[config.mk]
export PLATFORM = sky130hd
export DESIGN_NAME = level_flag_display
export DESIGN_NICKNAME = d
export VERILOG_FILES = /design/src/rtl/level_flag_pkg.sv /design/src/rtl/level_flag_display_if.sv /design/src/rtl/level_flag_display_seg7_enc.sv /design/src/rtl/level_flag_display.sv
export SDC_FILE = /design/constraint.sdc
export NUM_CORES = 1
export LEC_CHECK = 0
export BUFFER_PORTS_ARGS = -buffer_cell sky130_fd_sc_hd__buf_4
export CORE_MARGIN = 1.5
export CORE_UTILIZATION = 52
export CTS_CLUSTER_SIZE = 30
export DETAILED_ROUTE_END_ITERATION = 16
export PLACE_DENSITY = 0.76
export SYNTH_ARGS = -nofsm -noshare
export SYNTH_HDL_FRONTEND = slang
export SYNTH_SLANG_ARGS = --single-unit
export TNS_END_PERCENT = 30
[constraint.sdc]
create_clock -name clk -period 2.45 [get_ports clk]
set_input_delay 0.245 -clock clk [delete_from_list [all_inputs] [get_ports clk]]
set_output_delay 0.245 -clock clk [all_outputs]
set_load 0.05 [all_outputs]
[src/rtl/level_flag_pkg.sv]
// Shared constants for the level/flag display: glyph selector, segment order and
// active-low seven-segment patterns (bit 6 = a ... bit 0 = g, 0 = lit).
package level_flag_pkg;

  typedef enum logic [2:0] {
    GLY_BLANK = 3'd0,
    GLY_E     = 3'd1,
    GLY_F     = 3'd2,
    GLY_HEX   = 3'd3,
    GLY_BAR   = 3'd4
  } glyph_e;

  localparam int SEG_A_BIT = 6;
  localparam int SEG_B_BIT = 5;
  localparam int SEG_C_BIT = 4;
  localparam int SEG_D_BIT = 3;
  localparam int SEG_E_BIT = 2;
  localparam int SEG_F_BIT = 1;
  localparam int SEG_G_BIT = 0;

  localparam logic [6:0] SEG_E     = 7'h30; // a d e f g
  localparam logic [6:0] SEG_F     = 7'h38; // a e f g
  localparam logic [6:0] SEG_BLANK = 7'h7F;
  localparam logic [6:0] SEG_BAR   = 7'h4F; // b c

  localparam logic [6:0] HEX_SEG [16] = '{
    7'h01, 7'h4F, 7'h12, 7'h06, 7'h4C, 7'h24, 7'h20, 7'h0F,
    7'h00, 7'h04, 7'h08, 7'h60, 7'h31, 7'h42, 7'h30, 7'h38
  };

  function automatic logic [6:0] hex_glyph(input logic [3:0] digit);
    return HEX_SEG[digit];
  endfunction

endpackage

[src/rtl/level_flag_display_if.sv]
// Glyph request bundle between the display controller and the segment encoder.
interface level_flag_display_if
  import level_flag_pkg::*;
();

  glyph_e     sel;
  logic [3:0] digit;
  logic [6:0] seg;

  modport master (output sel, output digit, input seg);
  modport slave  (input sel, input digit, output seg);

endinterface

[src/rtl/level_flag_display_seg7_enc.sv]
// Purely combinational glyph-to-segment encoder (active-low outputs).
module seg7_enc
  import level_flag_pkg::*;
(
  level_flag_display_if.slave enc
);

  always_comb begin
    enc.seg = SEG_BLANK;
    unique case (enc.sel)
      GLY_E:     enc.seg = SEG_E;
      GLY_F:     enc.seg = SEG_F;
      GLY_HEX:   enc.seg = hex_glyph(enc.digit);
      GLY_BAR:   enc.seg = SEG_BAR;
      GLY_BLANK: enc.seg = SEG_BLANK;
      default:   enc.seg = SEG_BLANK;
    endcase
  end

endmodule

[src/rtl/level_flag_display.sv]
// Saturating occupancy counter with full/empty flags, sticky ovf/unf errors and a
// registered seven-segment display that blinks F while full.
module level_flag_display
  import level_flag_pkg::*;
#(
  parameter int LEVEL_W    = 3,
  parameter int BLINK_CYC  = 8,
  parameter int SHOW_LEVEL = 1
) (
  input  logic               clk,
  input  logic               rst,
  input  logic               inc,
  input  logic               dec,
  output logic [LEVEL_W-1:0] level,
  output logic               full,
  output logic               empty,
  output logic               ovf,
  output logic               unf,
  output logic               led_a,
  output logic               led_b,
  output logic               led_c,
  output logic               led_d,
  output logic               led_e,
  output logic               led_f,
  output logic               led_g
);

  localparam logic [LEVEL_W-1:0] MAX = '1;
  localparam int CNT_W = (BLINK_CYC > 1) ? $clog2(BLINK_CYC) : 1;
  localparam logic [CNT_W-1:0] CNT_LAST = CNT_W'(BLINK_CYC - 1);

  logic [LEVEL_W-1:0] level_q, level_d;
  logic               full_q, full_d;
  logic               empty_q, empty_d;
  logic               ovf_q, ovf_d;
  logic               unf_q, unf_d;
  logic [CNT_W-1:0]   cnt_q, cnt_d;
  logic               phase_q, phase_d;
  logic [6:0]         led_q;

  level_flag_display_if enc_if ();

  seg7_enc u_seg7_enc (
    .enc (enc_if)
  );

  // Simultaneous inc/dec is a no-op, so it can never trip ovf/unf at the rails.
  always_comb begin
    level_d = level_q;
    ovf_d   = ovf_q;
    unf_d   = unf_q;
    if (inc && !dec) begin
      if (level_q == MAX) ovf_d = 1'b1;
      else                level_d = level_q + 1'b1;
    end else if (dec && !inc) begin
      if (level_q == '0) unf_d = 1'b1;
      else               level_d = level_q - 1'b1;
    end
    full_d  = (level_d == MAX);
    empty_d = (level_d == '0);
  end

  // Restarting on entry to full guarantees the blink always opens with a lit F.
  always_comb begin
    cnt_d   = cnt_q;
    phase_d = phase_q;
    if (full_d && !full_q) begin
      cnt_d   = '0;
      phase_d = 1'b1;
    end else if (cnt_q == CNT_LAST) begin
      cnt_d   = '0;
      phase_d = ~phase_q;
    end else begin
      cnt_d = cnt_q + 1'b1;
    end
  end

  always_comb begin
    enc_if.sel   = GLY_BLANK;
    enc_if.digit = 4'(level_q);
    if (empty_q) begin
      enc_if.sel = GLY_E;
    end else if (full_q) begin
      enc_if.sel = phase_q ? GLY_F : GLY_BLANK;
    end else if (SHOW_LEVEL != 0) begin
      enc_if.sel = GLY_HEX;
    end else begin
      enc_if.sel = GLY_BAR;
    end
  end

  always_ff @(posedge clk) begin
    if (rst) begin
      level_q <= '0;
      full_q  <= 1'b0;
      empty_q <= 1'b1;
      ovf_q   <= 1'b0;
      unf_q   <= 1'b0;
      cnt_q   <= '0;
      phase_q <= 1'b1;
      led_q   <= SEG_BLANK;
    end else begin
      level_q <= level_d;
      full_q  <= full_d;
      empty_q <= empty_d;
      ovf_q   <= ovf_d;
      unf_q   <= unf_d;
      cnt_q   <= cnt_d;
      phase_q <= phase_d;
      led_q   <= enc_if.seg;
    end
  end

  assign level = level_q;
  assign full  = full_q;
  assign empty = empty_q;
  assign ovf   = ovf_q;
  assign unf   = unf_q;
  assign {led_a, led_b, led_c, led_d, led_e, led_f, led_g} = led_q;

endmodule

==> results of run 1 <==
## through the flow
step | power, uW | area, um2 | setup slack, ns
finish | 823 | 1060 | 0.453
global route | 858 | 1060 | 0.316
CTS | 823 | 1060 | 0.453
detailed placement | 684 | 1030 | 0.459
global placement | 677 | 1030 | 0.549
floorplan | 598 | 893 | 0.209
## power by group through the flow
stage	clock [uW]	combinational, uW	sequential [uW]
global placement	0	310	367
finish	144	317	362
detailed placement	0	315	369
CTS	145	317	362
floorplan	0	129	468
global route	151	339	367
## cell families after synthesis
group,count (synthesis)
AO/OA/AOI/OAI,21
buffers and inverters,7
adder cells (fa/ha/maj),9
flip-flops,18
AND/OR/NAND/NOR,34
XOR/XNOR,2
## cell usage after synthesis
master | instances | area [um2]
sky130_fd_sc_hd__dfxtp_1 | 18 | 360
sky130_fd_sc_hd__a21boi_0 | 1 | 7.51
sky130_fd_sc_hd__o22ai_1 | 1 | 6.26
sky130_fd_sc_hd__nor2b_2 | 1 | 8.76
sky130_fd_sc_hd__ha_1 | 9 | 113
sky130_fd_sc_hd__a21oi_1 | 4 | 20.0
sky130_fd_sc_hd__nor2_1 | 9 | 33.8
sky130_fd_sc_hd__o31a_1 | 1 | 8.76
sky130_fd_sc_hd__or3_4 | 1 | 11.3
sky130_fd_sc_hd__and2_4 | 1 | 8.76
sky130_fd_sc_hd__nand2b_4 | 1 | 13.8
sky130_fd_sc_hd__xnor2_1 | 1 | 8.76
sky130_fd_sc_hd__a31oi_4 | 2 | 42.5
sky130_fd_sc_hd__a31oi_1 | 3 | 18.8
sky130_fd_sc_hd__inv_1 | 5 | 18.8
sky130_fd_sc_hd__or3_1 | 2 | 12.5
sky130_fd_sc_hd__nor3_1 | 2 | 10.0
sky130_fd_sc_hd__o221ai_4 | 1 | 26.3
sky130_fd_sc_hd__nor4b_1 | 1 | 8.76
sky130_fd_sc_hd__and3_1 | 1 | 6.26
sky130_fd_sc_hd__o211ai_1 | 1 | 7.51
sky130_fd_sc_hd__nand2b_1 | 1 | 6.26
sky130_fd_sc_hd__o31ai_1 | 1 | 7.51
sky130_fd_sc_hd__xor2_1 | 1 | 8.76
sky130_fd_sc_hd__clkbuf_1 | 2 | 7.51
sky130_fd_sc_hd__nand2_1 | 8 | 30.0
sky130_fd_sc_hd__a211oi_1 | 1 | 7.51
sky130_fd_sc_hd__and2_1 | 1 | 6.26
sky130_fd_sc_hd__nor2b_1 | 3 | 18.8
sky130_fd_sc_hd__a311o_1 | 1 | 10.0
sky130_fd_sc_hd__nand3b_2 | 1 | 11.3
sky130_fd_sc_hd__o21ai_0 | 4 | 20.0
sky130_fd_sc_hd__nor3b_1 | 1 | 7.51
## critical path: cells and delay by family (launching register included)
kind            cells  cell delay [ns]
simple gates        2             0.63
buf+inv             1             0.14
compound gates      2             0.33
flops               1             0.53
fa+ha+maj           1             0.25
## routing by layer
| layer | global-route usage, % | wire length [um] |
|---|---|---|
| met5 | 0 | 0 |
| met4 | 12.1 | 41 |
| met3 | 3.67 | 86 |
| met2 | 33.5 | 817 |
| met1 | 23.2 | 764 |
## flip-flops by register name, summed over array words and instances, names as in the netlist
name	count
ovf	1
empty	1
level	3
unf	1
cnt_q	3
full	1
phase_q	1
led_q	7
## layout make-up
cell class / count / area share (%)
clock buffer: 3 / 2.13
inverter: 5 / 1.78
multi-input combinational: 66 / 48.0
sequential: 18 / 34.1
tap: 16 / 1.90
timing repair buffer: 17 / 12.1
## worst max path at each step
stage,end,slack (ns)
after global routing,phase_q,0.32
after CTS,cnt_q[2],0.45
final,cnt_q[2],0.45
after global placement,phase_q,0.55
after floorplan,phase_q,0.21
after detailed placement,phase_q,0.46
==> parameters.txt, run 1 <==
Parameter                              Value

Status
  Outcome ... finished, violations left
  Failing checks ... DRC

Pwr
  Leakage power summed over all cells ... 0.000461 uW
  Sequential cell fraction of total power ... 44.0%
  Switching power of the nets ... 332 uW
  Clk network pwr share ... 17.5%
  Int Power ... 491 uW
  Worst ir drop on vdd ... 0.402 mV
  Total power per unit cell area ... 779 mW/mm2
  Net Sw Frac ... 40.4%
  Fraction of power consumed by combinational cells ... 38.5%

Setup path
  Worst R2R Setup Slack ... 0.45 ns
  Startpoint Class ... register
  Endpoint arrival time on the critical path ... 2.16 ns
  Critical path, cell by cell ... inv_1, ha_1, nor2b_2, or3_4, a31oi_4, a31oi_1
  Critical R2R Capture ... cnt_q[2]
  Cells on worst reg2reg path ... 6
  WS Path Type ... register to register
  Critical path peak fanout ... 8
  Worst R2R Start ... level[1]
  Crit end category ... register
  Source of the critical timing path ... level[1]
  Delay contributed by the slowest stage of the critical path ... 0.53 ns
  Critical Path Slowest Stage Cell ... sky130_fd_sc_hd__dfxtp_1
  Data required time at the worst endpoint ... 2.61 ns

Layout
  Area growth from synthesis to final layout ... 18.2%
  Filler Cells Inserted ... 134
  Post-layout net count ... 124
  Commonest cells after routing, fill and taps aside ... sky130_fd_sc_hd__dfxtp_1, sky130_fd_sc_hd__buf_4, sky130_fd_sc_hd__nor2_1, sky130_fd_sc_hd__ha_1, sky130_fd_sc_hd__nand2_1
  Fraction of final layout cells sized beyond drive strength 1 ... 25.7%
  Reg area ... 360 um2
  Footprint of the multi-input gates ... 507 um2
  Final Core Density ... 67.7%
  Cell Count, Final, Fillers Out ... 125
  ANT cells ... 0
  Most common library cell in the layout ignoring fill and taps ... sky130_fd_sc_hd__dfxtp_1

Clock tree
  Clock latency reported for the late side of the worst-skew pair ... 0.29 ns
  Buffer count from post-CTS setup fixing ... 0
  Total CTS buffers ... 3
  CTS tree ... built
  Clock sink total ... 18
  Cell at the root of the clock tree ... sky130_fd_sc_hd__clkbuf_4
  Max H-tree Level ... 1
  Register clock-pin slew on the reported worst setup and hold paths ... 0.09 ns
  Largest buffer count on any clock path ... 2
  Post-CTS Hold Buffers ... 0
  Post-CTS resize count ... 0

STA
  Share of the clock period used by the worst path after layout ... 81.5%
  Total Neg Setup Slack ... 0 ns
  Headroom to the max-slew limit ... 65.9%
  Smallest hold slack ... 0.189 ns
  Final setup violation count ... 0
  RSZ-0062 raised after global routing ... false
  Number of hold violations in the final report ... 0
  Transition time at the pin with the least slew margin ... 0.508 ns
  Highest achievable clock rate ... 0.501 GHz
  Worst setup skew after layout ... 0.00166 ns
  Pins over their slew limit ... 0
  Minimum clock period after layout ... 2.00 ns

Logic synthesis
  Cells after synthesis ... 91
  YS warnings ... 0
  Share of synthesized cell area in and, or, nand and nor gates ... 21.7%
  Multiplexer fraction of the synthesized cell area ... 0%
  Post-Synth Adder-Cell Area ... 12.6%
  Post-synth net total ... 104
  Summed instance area of the synthesized netlist ... 893 um2
  Synth Area in XOR/XNOR ... 1.96%
  Compound-Gate Fraction of Synth Area ... 20.4%
  Unique cell type count in the Yosys netlist ... 33
  Combinational family with the most area after synthesis ... simple AND/OR/NAND/NOR gates
  Sequential cell area fraction in the yosys report ... 40.3%
  Synth Register Bits ... 18
  Mean Syn Cell Area ... 9.82 um2

Worst hold path
  Min-Delay Path Depth ... 2
  Hold_sp ... rst
  Worst hold-check path type ... input pin to register
  End of the worst hold path ... ovf

Global route
  Initial antenna violation count ... 0
  GRT Overall Usage ... 19.9%
  Maximum number of pins on one net before global-route repair ... 17
  Vias in the first global route ... 671
  Wire length of the first global-routing pass ... 2840 um
  Total overflow reported by the global router ... 0

Floorplanning
  Core Rows ... 14
  Placeable core area ... 0.00156 mm2
  Initial core utilization ... 57.3%
  Chip Width ... 44.5 um
  DIE AREA ... 0.00198 mm2
  Top Ports ... 18
  Floorplan die height ... 44.5 um

Place
  Post-DP HPWL ... 1290 um
  Placer Congestion ... 0.882
  Port Buf Inserts ... 17
  Number of cells after detailed placement ... 122

Routing
  Detailed-route wire length ... 1710 um
  Vias post-DR ... 721
  Avg WL per Cell ... 13.7 um
  Number of vias per cell after detailed routing ... 5.77
  Final ANT Viol Nets ... 0
  Number of DRC violations after detailed-routing iteration 0 ... 13
  Remaining DRCs ... 2
  Number of iterations in the first detailed-routing pass ... 11

Run
  MaxCap Viol Count ... 0
(Power assumes the default switching activity.)
==> inputs of run 2 (changes only) <==
--- a/config.mk
+++ b/config.mk
@@ -5,12 +5,13 @@
 export SDC_FILE = /design/constraint.sdc
 export NUM_CORES = 1
 export LEC_CHECK = 0
+export ABC_AREA = 1
 export BUFFER_PORTS_ARGS = -buffer_cell sky130_fd_sc_hd__buf_4
 export CORE_MARGIN = 1.5
-export CORE_UTILIZATION = 52
+export CORE_UTILIZATION = 46
 export CTS_CLUSTER_SIZE = 30
 export DETAILED_ROUTE_END_ITERATION = 16
-export PLACE_DENSITY = 0.76
+export PLACE_DENSITY = 0.72
 export SYNTH_ARGS = -nofsm -noshare
 export SYNTH_HDL_FRONTEND = slang
 export SYNTH_SLANG_ARGS = --single-unit
==> constraint.sdc (replaced) <==
create_clock -name clk -period 1.8 [get_ports clk]
set_input_delay 0.18 -clock clk [delete_from_list [all_inputs] [get_ports clk]]
set_output_delay 0.18 -clock clk [all_outputs]
set_load 0.05 [all_outputs]
==> parameters.txt, run 2 <==
Parameter                              Value

Logic synthesis
  YS warnings ... 0
  Mean Syn Cell Area ... 8.27 um2
  Share of flip-flops with an asynchronous set or reset ... 0%
  Fraction of post-synthesis cell area in the top cell type by area ... 41.9%
  Largest area contributor in the netlist ... sky130_fd_sc_hd__dfxtp_1
  Post-synth net total ... 117
  Cells taking the most area after synthesis ... sky130_fd_sc_hd__dfxtp_1, sky130_fd_sc_hd__ha_1, sky130_fd_sc_hd__nand2_1
  Summed instance area of the synthesized netlist ... 860 um2
  Synth Register Bits ... 18
  Number of enable-type register cells in the synthesized netlist ... 0
  Commonest cells post-synth ... sky130_fd_sc_hd__dfxtp_1, sky130_fd_sc_hd__nand2_1, sky130_fd_sc_hd__inv_1
  Unique cell type count in the Yosys netlist ... 22
  Cells after synthesis ... 104
  Prevailing post-synth register cell ... sky130_fd_sc_hd__dfxtp_1
  Sequential cell area fraction in the yosys report ... 41.9%

Run
  MaxCap Viol Count ... 0

STA
  Highest achievable clock rate ... 0.654 GHz
  Minimum clock period after layout ... 1.53 ns
  Headroom to the max-slew limit ... 71.8%
  Pins over their slew limit ... 0
  Number of hold violations in the final report ... 0
  Final setup violation count ... 0
  RSZ-0062 raised after global routing ... false
  Total Neg Setup Slack ... 0 ns
  Transition time at the pin with the least slew margin ... 0.421 ns
  Worst setup skew after layout ... 0.000955 ns
  Share of the clock period used by the worst path after layout ... 84.9%

Pwr
  Worst ir drop on vdd ... 0.691 mV
  Sequential cell fraction of total power ... 38.2%
  Net Sw Frac ... 45.3%
  Total power per unit cell area ... 1360 mW/mm2
  Fraction of power consumed by combinational cells ... 48.0%
  Clk network pwr share ... 13.8%
  Int Power ... 767 uW
  Switching power of the nets ... 635 uW
  Leakage power summed over all cells ... 0.000539 uW

Setup path
  Crit end category ... register
  Critical Path Slowest Stage Cell ... sky130_fd_sc_hd__dfxtp_2
  Startpoint Class ... register
  Data required time at the worst endpoint ... 2.00 ns
  Delay contributed by the slowest stage of the critical path ... 0.36 ns
  Endpoint arrival time on the critical path ... 1.72 ns
  Crit-path most repeated cell ... sky130_fd_sc_hd__nand2_2
  Critical path peak fanout ... 7
  Critical path, cell by cell ... inv_1, ha_1, nand2_1, nand2_2, nand3_1, a21oi_1, nand2_2, nand3_2, nor2_1
  WS Path Type ... register to register

Clock tree
  Clock sink total ... 18
  Total CTS buffers ... 3
  Max H-tree Level ... 1
  CTS tree ... built
  Cell at the root of the clock tree ... sky130_fd_sc_hd__clkbuf_4
  Post-CTS resize count ... 0
  Register clock-pin slew on the reported worst setup and hold paths ... 0.09 ns
  Largest buffer count on any clock path ... 2
  Buffer count from post-CTS setup fixing ... 0
  Post-CTS Hold Buffers ... 0
  Clock latency reported for the late side of the worst-skew pair ... 0.29 ns

Routing
  Number of DRC violations after detailed-routing iteration 0 ... 9
  Avg WL per Cell ... 10.1 um
  Remaining DRCs ... 0
  Number of iterations in the first detailed-routing pass ... 5
  Number of vias per cell after detailed routing ... 4.66
  Vias post-DR ... 689
  Detailed-route wire length ... 1490 um
  Final ANT Viol Nets ... 0

Global route
  GR peak layer ... met2
  Met2 track utilization from global routing ... 24.2%
  Maximum number of pins on one net before global-route repair ... 13
  Initial antenna violation count ... 0
  Wire length of the first global-routing pass ... 2490 um
  Vias in the first global route ... 581
  GRT Overall Usage ... 16.7%
  Global routing met1 resource utilization ... 22.5%
  Total overflow reported by the global router ... 0
  Global-route met3 utilization ... 4.71%

Floorplanning
  Core Rows ... 15
  DIE AREA ... 0.00214 mm2
  Floorplan die height ... 46.2 um
  Initial core utilization ... 49.2%
  Top Ports ... 18
  Chip Width ... 46.2 um
  Placeable core area ... 0.00175 mm2

Layout
  Fraction of final layout cells sized beyond drive strength 1 ... 29.3%
  Largest register FFs ... 7
  Footprint of the multi-input gates ... 428 um2
  ANT cells ... 0
  Filler Cells Inserted ... 169
  Most common library cell in the layout ignoring fill and taps ... sky130_fd_sc_hd__nand2_1
  Final Core Density ... 59.1%
  Commonest cells after routing, fill and taps aside ... sky130_fd_sc_hd__nand2_1, sky130_fd_sc_hd__buf_4, sky130_fd_sc_hd__dfxtp_1
  Area growth from synthesis to final layout ... 20.1%
  Top register by number of flip-flops ... led_q
  Final design area excluding fillers ... 0.00103 mm2
  Post-layout net count ... 138
  Reg area ... 363 um2

Place
  Placement-stage cell area ... 0.00101 mm2
  Port Buf Inserts ... 17
  Post-DP HPWL ... 1160 um
  Placer Congestion ... 0.813

Status
  Outcome ... finished clean

Worst hold path
  Worst hold-check path type ... input pin to register
run 2: cell type report:
cell class / count / share of cell area [%]
Tap cell: 25 / 3.03
Timing Repair Buffer: 17 / 12.4
Inverter: 16 / 5.82
Clock buffer: 3 / 2.18
Multi-Input combinational cell: 69 / 41.5
Sequential cell: 18 / 35.2
run 2: kinds of logic after synthesis:
group | Yosys count | synth area share (%)
and+or+nand+nor | 48 | 28.1
AOI/OAI and AO/OA | 11 | 7.57
adders and majority gates | 9 | 13.1
DFF | 18 | 41.9
buffers and inverters | 17 | 8.30
xor gates and xnor gates | 1 | 1.02
run 2: stage by stage:
| stage | cells | power [uW] | setup WS (ns) | hold slack, ns |
|---|---|---|---|---|
| 6_report | 148 | 1400 | 0.272 | 0.0824 |
| 3_3_place_gp | 145 | 1210 | 0.313 | 0.395 |
| 4_1_cts | 148 | 1410 | 0.263 | 0.0768 |
| 2_1_floorplan | 104 | 1050 | 0.182 | 0.252 |
| 3_5_place_dp | 145 | 1220 | 0.297 | 0.394 |
| 5_1_grt | 148 | 1500 | 0.118 | 0.0749 |
run 2: final timing paths:
check	start	to	slack, ns	cells after the start
worst min-delay path	rst	unf	0.08	2
worst max register to register	level[0]	cnt_q[0]	0.27	9
worst min register to register	cnt_q[0]	cnt_q[0]	0.43	1
worst max-delay path	level[0]	cnt_q[0]	0.27	9
run 2: power groups by stage:
stage	Sequential, uW	Combinational [uW]	Clock [uW]
2_1_floorplan	781	266	0
3_3_place_gp	543	671	0
3_5_place_dp	546	670	0
4_1_cts	537	673	202
5_1_grt	548	738	213
6_report	536	673	193
run 2: critical path, delay by kind of cell, from the launching register on:
| kind | cells | cell delay [ns] |
|---|---|---|
| AO/OA/AOI/OAI | 1 | 0.20 |
| flip-flops | 1 | 0.36 |
| adder cells (fa/ha/maj) | 1 | 0.24 |
| AND/OR/NAND/NOR | 6 | 0.48 |
| buffers and inverters | 1 | 0.15 |
run 2: per-layer routing:
metal | wire length, um | vias up
met4 | 33 | 0
met1 | 716 | 299
met2 | 659 | 21
met5 | 0 | -
li1 | - | 364
met3 | 80 | 5
==> inputs of run 3 (changes only) <==
==> constraint.sdc (replaced) <==
create_clock -name clk -period 1.4 [get_ports clk]
set_input_delay 0.14 -clock clk [delete_from_list [all_inputs] [get_ports clk]]
set_output_delay 0.14 -clock clk [all_outputs]
set_load 0.05 [all_outputs]
==> parameters.txt, run 3 (synthesis results as in run 2) <==
Parameter                              Value

Pwr
  Worst ir drop on vdd ... 0.775 mV
  Leakage power summed over all cells ... 0.000580 uW
  Total power per unit cell area ... 1700 mW/mm2

Routing
  Number of vias per cell after detailed routing ... 4.85
  Remaining DRCs ... 0
  Detailed-route wire length on metal 1 ... 780 um
  Vias post-DR ... 752
  Final ANT Viol Nets ... 0
  Met3 Routed Length ... 79 um
  Routed wire length on met2 ... 886 um
  Number of DRC violations after detailed-routing iteration 0 ... 23
  Top routing layer in use ... met4
  Number of iterations in the first detailed-routing pass ... 4
  Detailed-route wire length ... 1780 um
  Avg WL per Cell ... 11.5 um

Global route
  Initial antenna violation count ... 0
  Wire length of the first global-routing pass ... 2620 um
  Maximum number of pins on one net before global-route repair ... 13
  Vias in the first global route ... 615
  GRT Overall Usage ... 17.6%
  Total overflow reported by the global router ... 0

Setup path
  WS Path Type ... register to register
  Startpoint Class ... register
  Critical path peak fanout ... 4
  Source of the critical timing path ... level[1]
  Crit end category ... register
  Data required time at the worst endpoint ... 1.59 ns
  Worst R2R Start ... level[1]
  Endpoint arrival time on the critical path ... 1.56 ns

Place
  Post-DP HPWL ... 1260 um
  Placement-stage cell area ... 0.00106 mm2
  Placer Congestion ... 0.846
  Port Buf Inserts ... 17

Floorplanning
  Placeable core area ... 0.00175 mm2
  Chip Width ... 46.2 um
  DIE AREA ... 0.00214 mm2
  Initial core utilization ... 49.2%
  Core Rows ... 15
  Top Ports ... 18
  Floorplan die height ... 46.2 um

STA
  Share of the clock period used by the worst path after layout ... 98.1%
  Pins over their slew limit ... 0
  Headroom to the max-slew limit ... 73.2%
  RSZ-0062 raised after global routing ... true
  Highest achievable clock rate ... 0.728 GHz
  Final setup violation count ... 0
  Transition time at the pin with the least slew margin ... 0.401 ns
  Worst setup skew after layout ... 0.00491 ns
  Number of hold violations in the final report ... 0
  Minimum clock period after layout ... 1.37 ns

Layout
  Commonest cells after routing, fill and taps aside ... sky130_fd_sc_hd__buf_4, sky130_fd_sc_hd__nand2_1, sky130_fd_sc_hd__dfxtp_1
  ANT cells ... 0
  Post-layout net count ... 145
  Filler Cells Inserted ... 142
  Final Core Density ... 66.9%
  Top register by number of flip-flops ... led_q
  Most common library cell in the layout ignoring fill and taps ... sky130_fd_sc_hd__buf_4
  Area growth from synthesis to final layout ... 35.8%
  Final design area excluding fillers ... 0.00117 mm2
  Largest register FFs ... 7
  Fraction of final layout cells sized beyond drive strength 1 ... 43.1%

Clock tree
  Register clock-pin slew on the reported worst setup and hold paths ... 0.10 ns
  CTS tree ... built
  Largest buffer count on any clock path ... 2
  Clock sink total ... 18
  Post-CTS Hold Buffers ... 0
  Total CTS buffers ... 3
  Max H-tree Level ... 1
  Cell at the root of the clock tree ... sky130_fd_sc_hd__clkbuf_4
  Clock latency reported for the late side of the worst-skew pair ... 0.29 ns

Run
  MaxCap Viol Count ... 0

Worst hold path
  Worst hold-check path type ... input pin to register
  Hold_sp ... rst

Status
  Outcome ... finished clean
[run 3: cell count changes in the layout (fill, tap and decap cells not counted), moves of 2 or more]
cell	delta
sky130_fd_sc_hd__buf_4	+7
sky130_fd_sc_hd__dfxtp_4	+2
sky130_fd_sc_hd__ha_1	-3
sky130_fd_sc_hd__ha_4	+2
sky130_fd_sc_hd__inv_1	-3
sky130_fd_sc_hd__nand3_1	-2
sky130_fd_sc_hd__nand3_4	+2
sky130_fd_sc_hd__nor2_1	-2
[run 3: metal layers]
metal,vias to the layer above,GRT usage (%)
met5,-,0
met4,0,6.86
met2,17,28.1
met1,352,22.5
li1,379,-
met3,4,4.71
[run 3: cell type report]
class	instances	area [um2]	share of cell area (%)
clock buffer	3	22.5	1.93
inverter	16	67.6	5.79
multi-input combinational	69	497	42.6
sequential	18	369	31.6
tap	25	31.3	2.68
timing repair buffer	24	180	15.4
[run 3: final timing paths]
kind | depth (start not counted) | slack (ns) | to
setup reg to reg | 11 | 0.03 | cnt_q[1]
hold reg to reg | 1 | 0.42 | cnt_q[0]
hold / removal | 2 | 0.06 | ovf
setup / recovery | 11 | 0.03 | cnt_q[1]
[run 3: per-stage QoR]
stage | hold slack (ns) | worst slack [ns] | instances | power, uW | TNS, ns
floorplan | 0.212 | 0.00199 | 104 | 1370 | 0
global placement | 0.356 | 0.0370 | 149 | 1620 | 0
detailed placement | 0.363 | 0.00827 | 149 | 1630 | 0
CTS | 0.0563 | 0.0107 | 153 | 1890 | 0
global route | 0.0600 | -0.0641 | 155 | 2090 | -0.190
finish | 0.0608 | 0.0271 | 155 | 1990 | 0
[run 3: worst max-delay path, stage by stage (launching register included)]
cell	delay (ns)
sky130_fd_sc_hd__dfxtp_4	0.38
sky130_fd_sc_hd__inv_6	0.08
sky130_fd_sc_hd__ha_4	0.14
sky130_fd_sc_hd__inv_2	0.04
sky130_fd_sc_hd__nor2_4	0.11
sky130_fd_sc_hd__nand3_2	0.08
sky130_fd_sc_hd__nand2_2	0.10
sky130_fd_sc_hd__nor2_4	0.04
sky130_fd_sc_hd__nor2_2	0.10
sky130_fd_sc_hd__nand2_2	0.08
sky130_fd_sc_hd__nand3_4	0.07
sky130_fd_sc_hd__nor2_1	0.04
[run 3: repair_timing]
| action | CTS | global route |
|---|---|---|
| resized for setup | 1 | 13 |
| buffers inserted | 1 | 2 |
| pin swaps | 0 | 6 |
| setup endpoints to repair | 3 | 7 |
[run 3: where the power goes]
part	switching, uW	internal, uW
clock network	146	99.9
logic	673	370
registers	72.5	624
